$ cat src/rtl/axi_rd_arbiter.sv
// Two-requester AXI read arbiter (fetch=s0, load=s1) sharing one memory read port.
// One outstanding burst at a time, round-robin on contention, sticky burst-length error flag.
module axi_rd_arbiter #(
    parameter int ADDR_WIDTH = 40,
    parameter int DATA_WIDTH = 128,
    parameter int ID_WIDTH   = 4
) (
    input  logic                  clk,
    input  logic                  rst,

    input  logic [ADDR_WIDTH-1:0] s0_araddr,
    input  logic [7:0]            s0_arlen,
    input  logic                  s0_arvalid,
    output logic                  s0_arready,
    output logic [DATA_WIDTH-1:0] s0_rdata,
    output logic [1:0]            s0_rresp,
    output logic                  s0_rlast,
    output logic                  s0_rvalid,
    input  logic                  s0_rready,

    input  logic [ADDR_WIDTH-1:0] s1_araddr,
    input  logic [7:0]            s1_arlen,
    input  logic                  s1_arvalid,
    output logic                  s1_arready,
    output logic [DATA_WIDTH-1:0] s1_rdata,
    output logic [1:0]            s1_rresp,
    output logic                  s1_rlast,
    output logic                  s1_rvalid,
    input  logic                  s1_rready,

    output logic [ID_WIDTH-1:0]   m_arid,
    output logic [ADDR_WIDTH-1:0] m_araddr,
    output logic [7:0]            m_arlen,
    output logic [2:0]            m_arsize,
    output logic [1:0]            m_arburst,
    output logic                  m_arvalid,
    input  logic                  m_arready,
    input  logic [DATA_WIDTH-1:0] m_rdata,
    input  logic [1:0]            m_rresp,
    input  logic                  m_rlast,
    input  logic                  m_rvalid,
    output logic                  m_rready,

    output logic                  err
);

    typedef enum logic [1:0] {IDLE, ADDR, DATA} state_t;

    state_t     state, state_nxt;
    logic       owner;
    logic       last_grant;
    logic       grant;
    logic       grant_vld;
    logic       beat;
    logic [7:0] beat_cnt;

    assign m_arsize  = 3'($clog2(DATA_WIDTH / 8));
    assign m_arburst = 2'b01;

    // last_grant resets to 1 so s0 wins the first contended grant
    always_comb begin
        grant_vld = s0_arvalid | s1_arvalid;
        if (s0_arvalid && s1_arvalid) grant = ~last_grant;
        else                          grant = s1_arvalid;
    end

    always_ff @(posedge clk or posedge rst) begin
        if (rst) state <= IDLE;
        else     state <= state_nxt;
    end

    always_comb begin
        state_nxt  = state;
        s0_arready = 1'b0;
        s1_arready = 1'b0;
        m_arvalid  = 1'b0;
        m_rready   = 1'b0;
        s0_rvalid  = 1'b0;
        s1_rvalid  = 1'b0;
        beat       = 1'b0;
        case (state)
            IDLE: begin
                // arready is combinational from arvalid, so it must also be gated by reset
                s0_arready = !rst && grant_vld && !grant;
                s1_arready = !rst && grant_vld &&  grant;
                if (grant_vld) state_nxt = ADDR;
            end
            ADDR: begin
                m_arvalid = 1'b1;
                if (m_arready) state_nxt = DATA;
            end
            DATA: begin
                m_rready  = owner ? s1_rready : s0_rready;
                s0_rvalid = !owner && m_rvalid;
                s1_rvalid =  owner && m_rvalid;
                beat      = m_rvalid && m_rready;
                if (beat && m_rlast) state_nxt = IDLE;
            end
            default: state_nxt = IDLE;
        endcase
    end

    assign s0_rdata = m_rdata;
    assign s1_rdata = m_rdata;
    assign s0_rresp = m_rresp;
    assign s1_rresp = m_rresp;
    assign s0_rlast = m_rlast;
    assign s1_rlast = m_rlast;

    always_ff @(posedge clk or posedge rst) begin
        if (rst) begin
            owner      <= 1'b0;
            last_grant <= 1'b1;
            m_araddr   <= '0;
            m_arlen    <= '0;
            m_arid     <= '0;
            beat_cnt   <= '0;
            err        <= 1'b0;
        end else begin
            if (state == IDLE && grant_vld) begin
                owner    <= grant;
                m_araddr <= grant ? s1_araddr : s0_araddr;
                m_arlen  <= grant ? s1_arlen  : s0_arlen;
                m_arid   <= ID_WIDTH'(grant);
                beat_cnt <= '0;
            end
            if (beat) begin
                beat_cnt <= beat_cnt + 8'd1;
                // rlast must coincide exactly with the beat numbered arlen
                if (m_rlast != (beat_cnt == m_arlen)) err <= 1'b1;
                if (m_rlast) last_grant <= owner;
            end
        end
    end

endmodule

$ cat config.mk
export PLATFORM = sky130hd
export DESIGN_NAME = axi_rd_arbiter
export DESIGN_NICKNAME = d
export VERILOG_FILES = /design/src/rtl/axi_rd_arbiter.sv
export SDC_FILE = /design/constraint.sdc
export NUM_CORES = 1
export LEC_CHECK = 0
export ABC_AREA = 1
export CAP_MARGIN = 25
export CELL_PAD_IN_SITES_DETAIL_PLACEMENT = 1
export CELL_PAD_IN_SITES_GLOBAL_PLACEMENT = 2
export CORE_AREA = 2 2 220 222
export DETAILED_ROUTE_END_ITERATION = 8
export DIE_AREA = 0 0 222 224
export PLACE_DENSITY = 0.68
export SYNTH_ARGS = -nofsm -noshare
export SYNTH_HDL_FRONTEND = slang
export SYNTH_SLANG_ARGS = --single-unit
$ cat constraint.sdc
create_clock -name clk -period 2.6 [get_ports clk]
set_input_delay 0.78 -clock clk [delete_from_list [all_inputs] [get_ports clk]]
set_output_delay 0.78 -clock clk [all_outputs]
set_load 0.05 [all_outputs]
==> flow_summary.html <==
<table>
<tr><th>Metric</th><th>Value</th></tr>
<tr><th colspan="2">Detailed routing</th></tr>
<tr><td>Vias after detailed routing</td><td>about 3700</td></tr>
<tr><td>First-pass detailed-route iteration total</td><td>6</td></tr>
<tr><td>Antenna-violating nets left</td><td>0</td></tr>
<tr><td>Total wirelength of the detailed-routed design</td><td>approximately 20 mm</td></tr>
<tr><td>Total DRC errors in the routed layout</td><td>2</td></tr>
<tr><td>Iteration-0 DRC count of the detailed router</td><td>around 120</td></tr>
<tr><td>Wire length per cell after detailed routing</td><td>around 16 um</td></tr>
<tr><td>Post-detailed-route via-to-cell ratio</td><td>between 3 and 4</td></tr>
<tr><th colspan="2">STA</th></tr>
<tr><td>Upper clock frequency limit</td><td>395.2 MHz</td></tr>
<tr><td>Final WS setup</td><td>a little under 0.07 ns</td></tr>
<tr><td>Setup repair after global routing missed its margin</td><td>no</td></tr>
<tr><td>Actual transition at the worst max-transition pin</td><td>0.7034 ns</td></tr>
<tr><td>Shortest clock period the worst path allows after layout</td><td>between 2 and 3 ns</td></tr>
<tr><td>Number of endpoints with negative hold slack in the final report</td><td>0</td></tr>
<tr><td>Setup violation total in the final timing report</td><td>0</td></tr>
<tr><td>Final sum of negative setup slack</td><td>0 ns</td></tr>
<tr><td>Slew Limit Headroom</td><td>53.10%</td></tr>
<tr><td>Count of pins over their slew limit</td><td>0</td></tr>
<tr><td>Worst Skew</td><td>0.007471 ns</td></tr>
<tr><td>Tcrit/Tclk final</td><td>97.33%</td></tr>
<tr><th colspan="2">Finish</th></tr>
<tr><td>Share of layout cells above drive strength 1</td><td>between 10 and 15%</td></tr>
<tr><td>Final-stage net count</td><td>a little under 800</td></tr>
<tr><td>Synth-to-Final Area Change</td><td>15.19%</td></tr>
<tr><th colspan="2">Worst setup path</th></tr>
<tr><td>Startpoint types</td><td>input pin</td></tr>
<tr><td>Critical path peak fanout</td><td>2</td></tr>
<tr><td>Type of element capturing the critical path</td><td>primary output</td></tr>
<tr><td>Critical path required time</td><td>around 1.8 ns</td></tr>
<tr><td>Endpoint arrival time on the critical path</td><td>1.75 ns</td></tr>
<tr><td>Category of the critical setup timing path</td><td>input pin to primary output</td></tr>
<tr><th colspan="2">Placed design</th></tr>
<tr><td>Post-place setup slack</td><td>-0.08703 ns</td></tr>
<tr><td>I/O Buffers</td><td>roughly 160</td></tr>
<tr><td>Post-DP HPWL</td><td>between 10 and 15 mm</td></tr>
<tr><td>Gp weighted congestion</td><td>0.7580</td></tr>
<tr><th colspan="2">Job</th></tr>
<tr><td>Max-cap violation count</td><td>0</td></tr>
<tr><th colspan="2">Die</th></tr>
<tr><td>Chip height</td><td>between 200 and 250 um</td></tr>
<tr><td>Die area</td><td>about 0.05 mm^2</td></tr>
<tr><td>Core region area</td><td>around 0.047 mm^2</td></tr>
<tr><td>Initial cell density of the core</td><td>10.81%</td></tr>
<tr><td>Die X</td><td>222 um</td></tr>
<tr><td>Cell Rows</td><td>80</td></tr>
<tr><td>Top-Level Pins</td><td>around 560</td></tr>
<tr><th colspan="2">Synthesis</th></tr>
<tr><td>Leading cell types by count after synthesis</td><td>272 x sky130_fd_sc_hd__buf_4, 82 x sky130_fd_sc_hd__nand2_1, 60 x sky130_fd_sc_hd__dfrtp_1</td></tr>
<tr><td>Mapped Cells</td><td>653</td></tr>
<tr><td>Most common cell in the netlist</td><td>sky130_fd_sc_hd__buf_4</td></tr>
<tr><td>Mean instance size in the synthesized netlist</td><td>around 8 um^2</td></tr>
<tr><td>Yosys warning count</td><td>0</td></tr>
<tr><td>Top cells by area in the synthesized netlist</td><td>sky130_fd_sc_hd__buf_4 40%, sky130_fd_sc_hd__dfrtp_1 29%, sky130_fd_sc_hd__nand2_1 6.0%</td></tr>
<tr><td>Proportion of synthesized chip area in sequential cells</td><td>about 30%</td></tr>
<tr><td>Area share of the largest cell type after synthesis</td><td>roughly two fifths</td></tr>
<tr><td>Post-synthesis cell type with the largest combined area</td><td>sky130_fd_sc_hd__buf_4</td></tr>
<tr><td>Number of flops mapped to enable cells by yosys</td><td>0</td></tr>
<tr><td>Post-synth cell types</td><td>28</td></tr>
<tr><td>Async set-or-reset flop fraction in the synthesized netlist</td><td>100.0%</td></tr>
<tr><td>Synthesized area</td><td>between 0.005 and 0.006 mm^2</td></tr>
<tr><td>Number of storage elements in the synthesis netlist</td><td>about 60</td></tr>
<tr><td>Primary flip-flop cell chosen by synthesis mapping</td><td>sky130_fd_sc_hd__dfrtp_1</td></tr>
<tr><th colspan="2">Clock network</th></tr>
<tr><td>Maximum clock path buffer count</td><td>2</td></tr>
<tr><td>TritonCTS sink count</td><td>61</td></tr>
<tr><td>Clk root buf</td><td>sky130_fd_sc_hd__clkbuf_16</td></tr>
<tr><td>H-Tree Depth</td><td>3</td></tr>
<tr><td>CTS tree</td><td>built</td></tr>
<tr><td>Clock latency reported for the late side of the worst-skew pair</td><td>0.37 ns</td></tr>
<tr><td>Hold-fix buffers, CTS</td><td>0</td></tr>
<tr><td>Clock buffers created by TritonCTS</td><td>9</td></tr>
<tr><td>Clock-pin transition on the worst setup and hold timing paths</td><td>about 0.06 ns</td></tr>
<tr><th colspan="2">GRT</th></tr>
<tr><td>Vias in the first global route</td><td>a little under 4000</td></tr>
<tr><td>Antenna violations before repair</td><td>2</td></tr>
<tr><td>Overall routing resource usage</td><td>under 10%</td></tr>
<tr><td>First-pass GRT wire length</td><td>approximately 27 mm</td></tr>
<tr><td>Maximum number of pins on one net before global-route repair</td><td>49</td></tr>
<tr><td>Total overflow reported by the global router</td><td>0</td></tr>
<tr><th colspan="2">Min path</th></tr>
<tr><td>Class of the tightest hold or removal check</td><td>register to register</td></tr>
<tr><th colspan="2">Run status</th></tr>
<tr><td>Run status</td><td>finished, violations left</td></tr>
<tr><td>Violated checks</td><td>DRC</td></tr>
<tr><th colspan="2">Power</th></tr>
<tr><td>Standby leakage power</td><td>about 0.0023 uW</td></tr>
<tr><td>Pwr Density</td><td>roughly 1200 mW/mm^2</td></tr>
<tr><td>Max IR drop VDD</td><td>371.7 uV</td></tr>
</table>
==> cell families (layout without fill, tap and decap cells) <==
| group | Yosys count | in the layout | share of synthesized area, % |
|---|---|---|---|
| buf+inv | 317 | 219 | 45.24 |
| simple gates | 157 | 157 | 12.40 |
| compound gates | 110 | 110 | 11.25 |
| flops | 61 | 61 | 29.86 |
| xor+xnor | 5 | 5 | 0.8559 |
| other cells | 2 | 10 | 0.1468 |
| fa+ha+maj | 1 | 1 | 0.2445 |
==> path summary, 6_finish.rpt <==
| path | startpoint | to | slack, ns | depth (start not counted) |
|---|---|---|---|---|
| setup / recovery | m_rvalid | s0_rvalid | 0.07 | 6 |
| hold / removal | m_araddr[2]$_DFFE_PP0P_ | m_araddr[2]$_DFFE_PP0P_ | 0.49 | 2 |
| setup reg to reg | last_grant$_DFFE_PP1P_ | m_araddr[5]$_DFFE_PP0P_ | 0.88 | 7 |
| hold reg to reg | m_araddr[2]$_DFFE_PP0P_ | m_araddr[2]$_DFFE_PP0P_ | 0.49 | 2 |
| max in group asynchronous | rst | last_grant$_DFFE_PP1P_ | 1.15 | 3 |
| min in group asynchronous | rst | m_arlen[0]$_DFFE_PP0P_ | 0.85 | 2 |
==> power breakdown <==
group / switching [uW] / leakage [uW] / internal [uW] / total [uW]
sequential: 293 / 0.000751 / 1380 / 1670
combinational: 2610 / 0.00137 / 1280 / 3900
clock: 558 / 0.000162 / 941 / 1500
==> cells in the final DEF (no fill, tap or decap) <==
cell type                         netlist  layout
sky130_fd_sc_hd__clkdlybuf4s50_1        0     149
sky130_fd_sc_hd__nand2_1               82      81
sky130_fd_sc_hd__dfrtp_1               60      60
sky130_fd_sc_hd__nor2_1                56      53
sky130_fd_sc_hd__o21ai_1               53      53
sky130_fd_sc_hd__o21ai_0               48      48
sky130_fd_sc_hd__inv_1                 23      20
sky130_fd_sc_hd__buf_4                272      17
sky130_fd_sc_hd__clkbuf_16              0       9
sky130_fd_sc_hd__buf_12                 0       9
sky130_fd_sc_hd__nand3_1                8       8
sky130_fd_sc_hd__conb_1                 2       8
sky130_fd_sc_hd__o22ai_1                5       5
sky130_fd_sc_hd__inv_2                  2       4
sky130_fd_sc_hd__nand2_2                3       4
sky130_fd_sc_hd__nor2_2                 3       4
sky130_fd_sc_hd__xnor2_1                4       4
sky130_fd_sc_hd__bufinv_16              0       3
sky130_fd_sc_hd__diode_2                0       2
sky130_fd_sc_hd__clkinv_4               1       2
sky130_fd_sc_hd__o31ai_1                2       2
sky130_fd_sc_hd__nor2_4                 0       2
sky130_fd_sc_hd__clkinvlp_4             0       2
sky130_fd_sc_hd__dlygate4sd2_1          0       2
sky130_fd_sc_hd__nor3_1                 1       1
sky130_fd_sc_hd__o21ai_4                1       1
sky130_fd_sc_hd__xor2_1                 1       1
sky130_fd_sc_hd__nor3_2                 2       1
sky130_fd_sc_hd__nand3b_1               1       1
sky130_fd_sc_hd__nand4_1                1       1
sky130_fd_sc_hd__nor3_4                 0       1
sky130_fd_sc_hd__clkinv_2               0       1
sky130_fd_sc_hd__o21a_1                 1       1
sky130_fd_sc_hd__ha_1                   1       1
sky130_fd_sc_hd__inv_6                  0       1
sky130_fd_sc_hd__dfstp_2                1       1
==> worst max-delay path: stages <==
cell,delay [ns]
sky130_fd_sc_hd__clkdlybuf4s50_1,0.47
sky130_fd_sc_hd__inv_2,0.05
sky130_fd_sc_hd__nor2_2,0.11
sky130_fd_sc_hd__inv_2,0.08
sky130_fd_sc_hd__nor2_4,0.12
sky130_fd_sc_hd__buf_12,0.14
==> layout make-up <==
class	count	area, um^2
tap	615	769.5
inverter	26	103.9
clock inverter	7	122.6
multi-input combinational	281	1323
fill	5636	41450
timing repair buffer	177	1817
antenna	2	5.005
clock buffer	9	225.2
sequential	61	1528
==> flip-flops by register name, indices dropped and copies added, names as in the netlist <==
register    count
owner           1
m_arlen         8
beat_cnt        8
m_araddr       40
last_grant      1
state           2
err             1
==> metal layers <==
| layer | GRT usage, % | part of all wire [%] |
|---|---|---|
| met1 | 6.720 | 32 |
| met2 | 13.19 | 49 |
| met3 | 6.007 | 15 |
| met4 | 4.316 | 4.5 |
| met5 | 0 | 0 |
==> metrics by stage <==
stage          cells  hold WS (ns)  utilization, %  total power (uW)  area, um^2
4_1_cts         1176        0.4946           12.42              7273        5881
3_3_place_gp    1159        0.4647           11.64              5616        5512
3_5_place_dp    1159        0.4775           11.64              5643        5512
5_1_grt         1176        0.5092           12.44              7556        5888
6_report        1178        0.4871           12.45              7064        5893
2_1_floorplan    659        0.4904               -              5267        5141
==> repair_timing <==
action	in CTS	in global routing
hold endpoints to repair	0	0
pin swaps	2	2
buffers inserted	1	0
setup endpoints to repair	4	3
gates resized for setup	6	4
(Power assumes the default switching activity.)
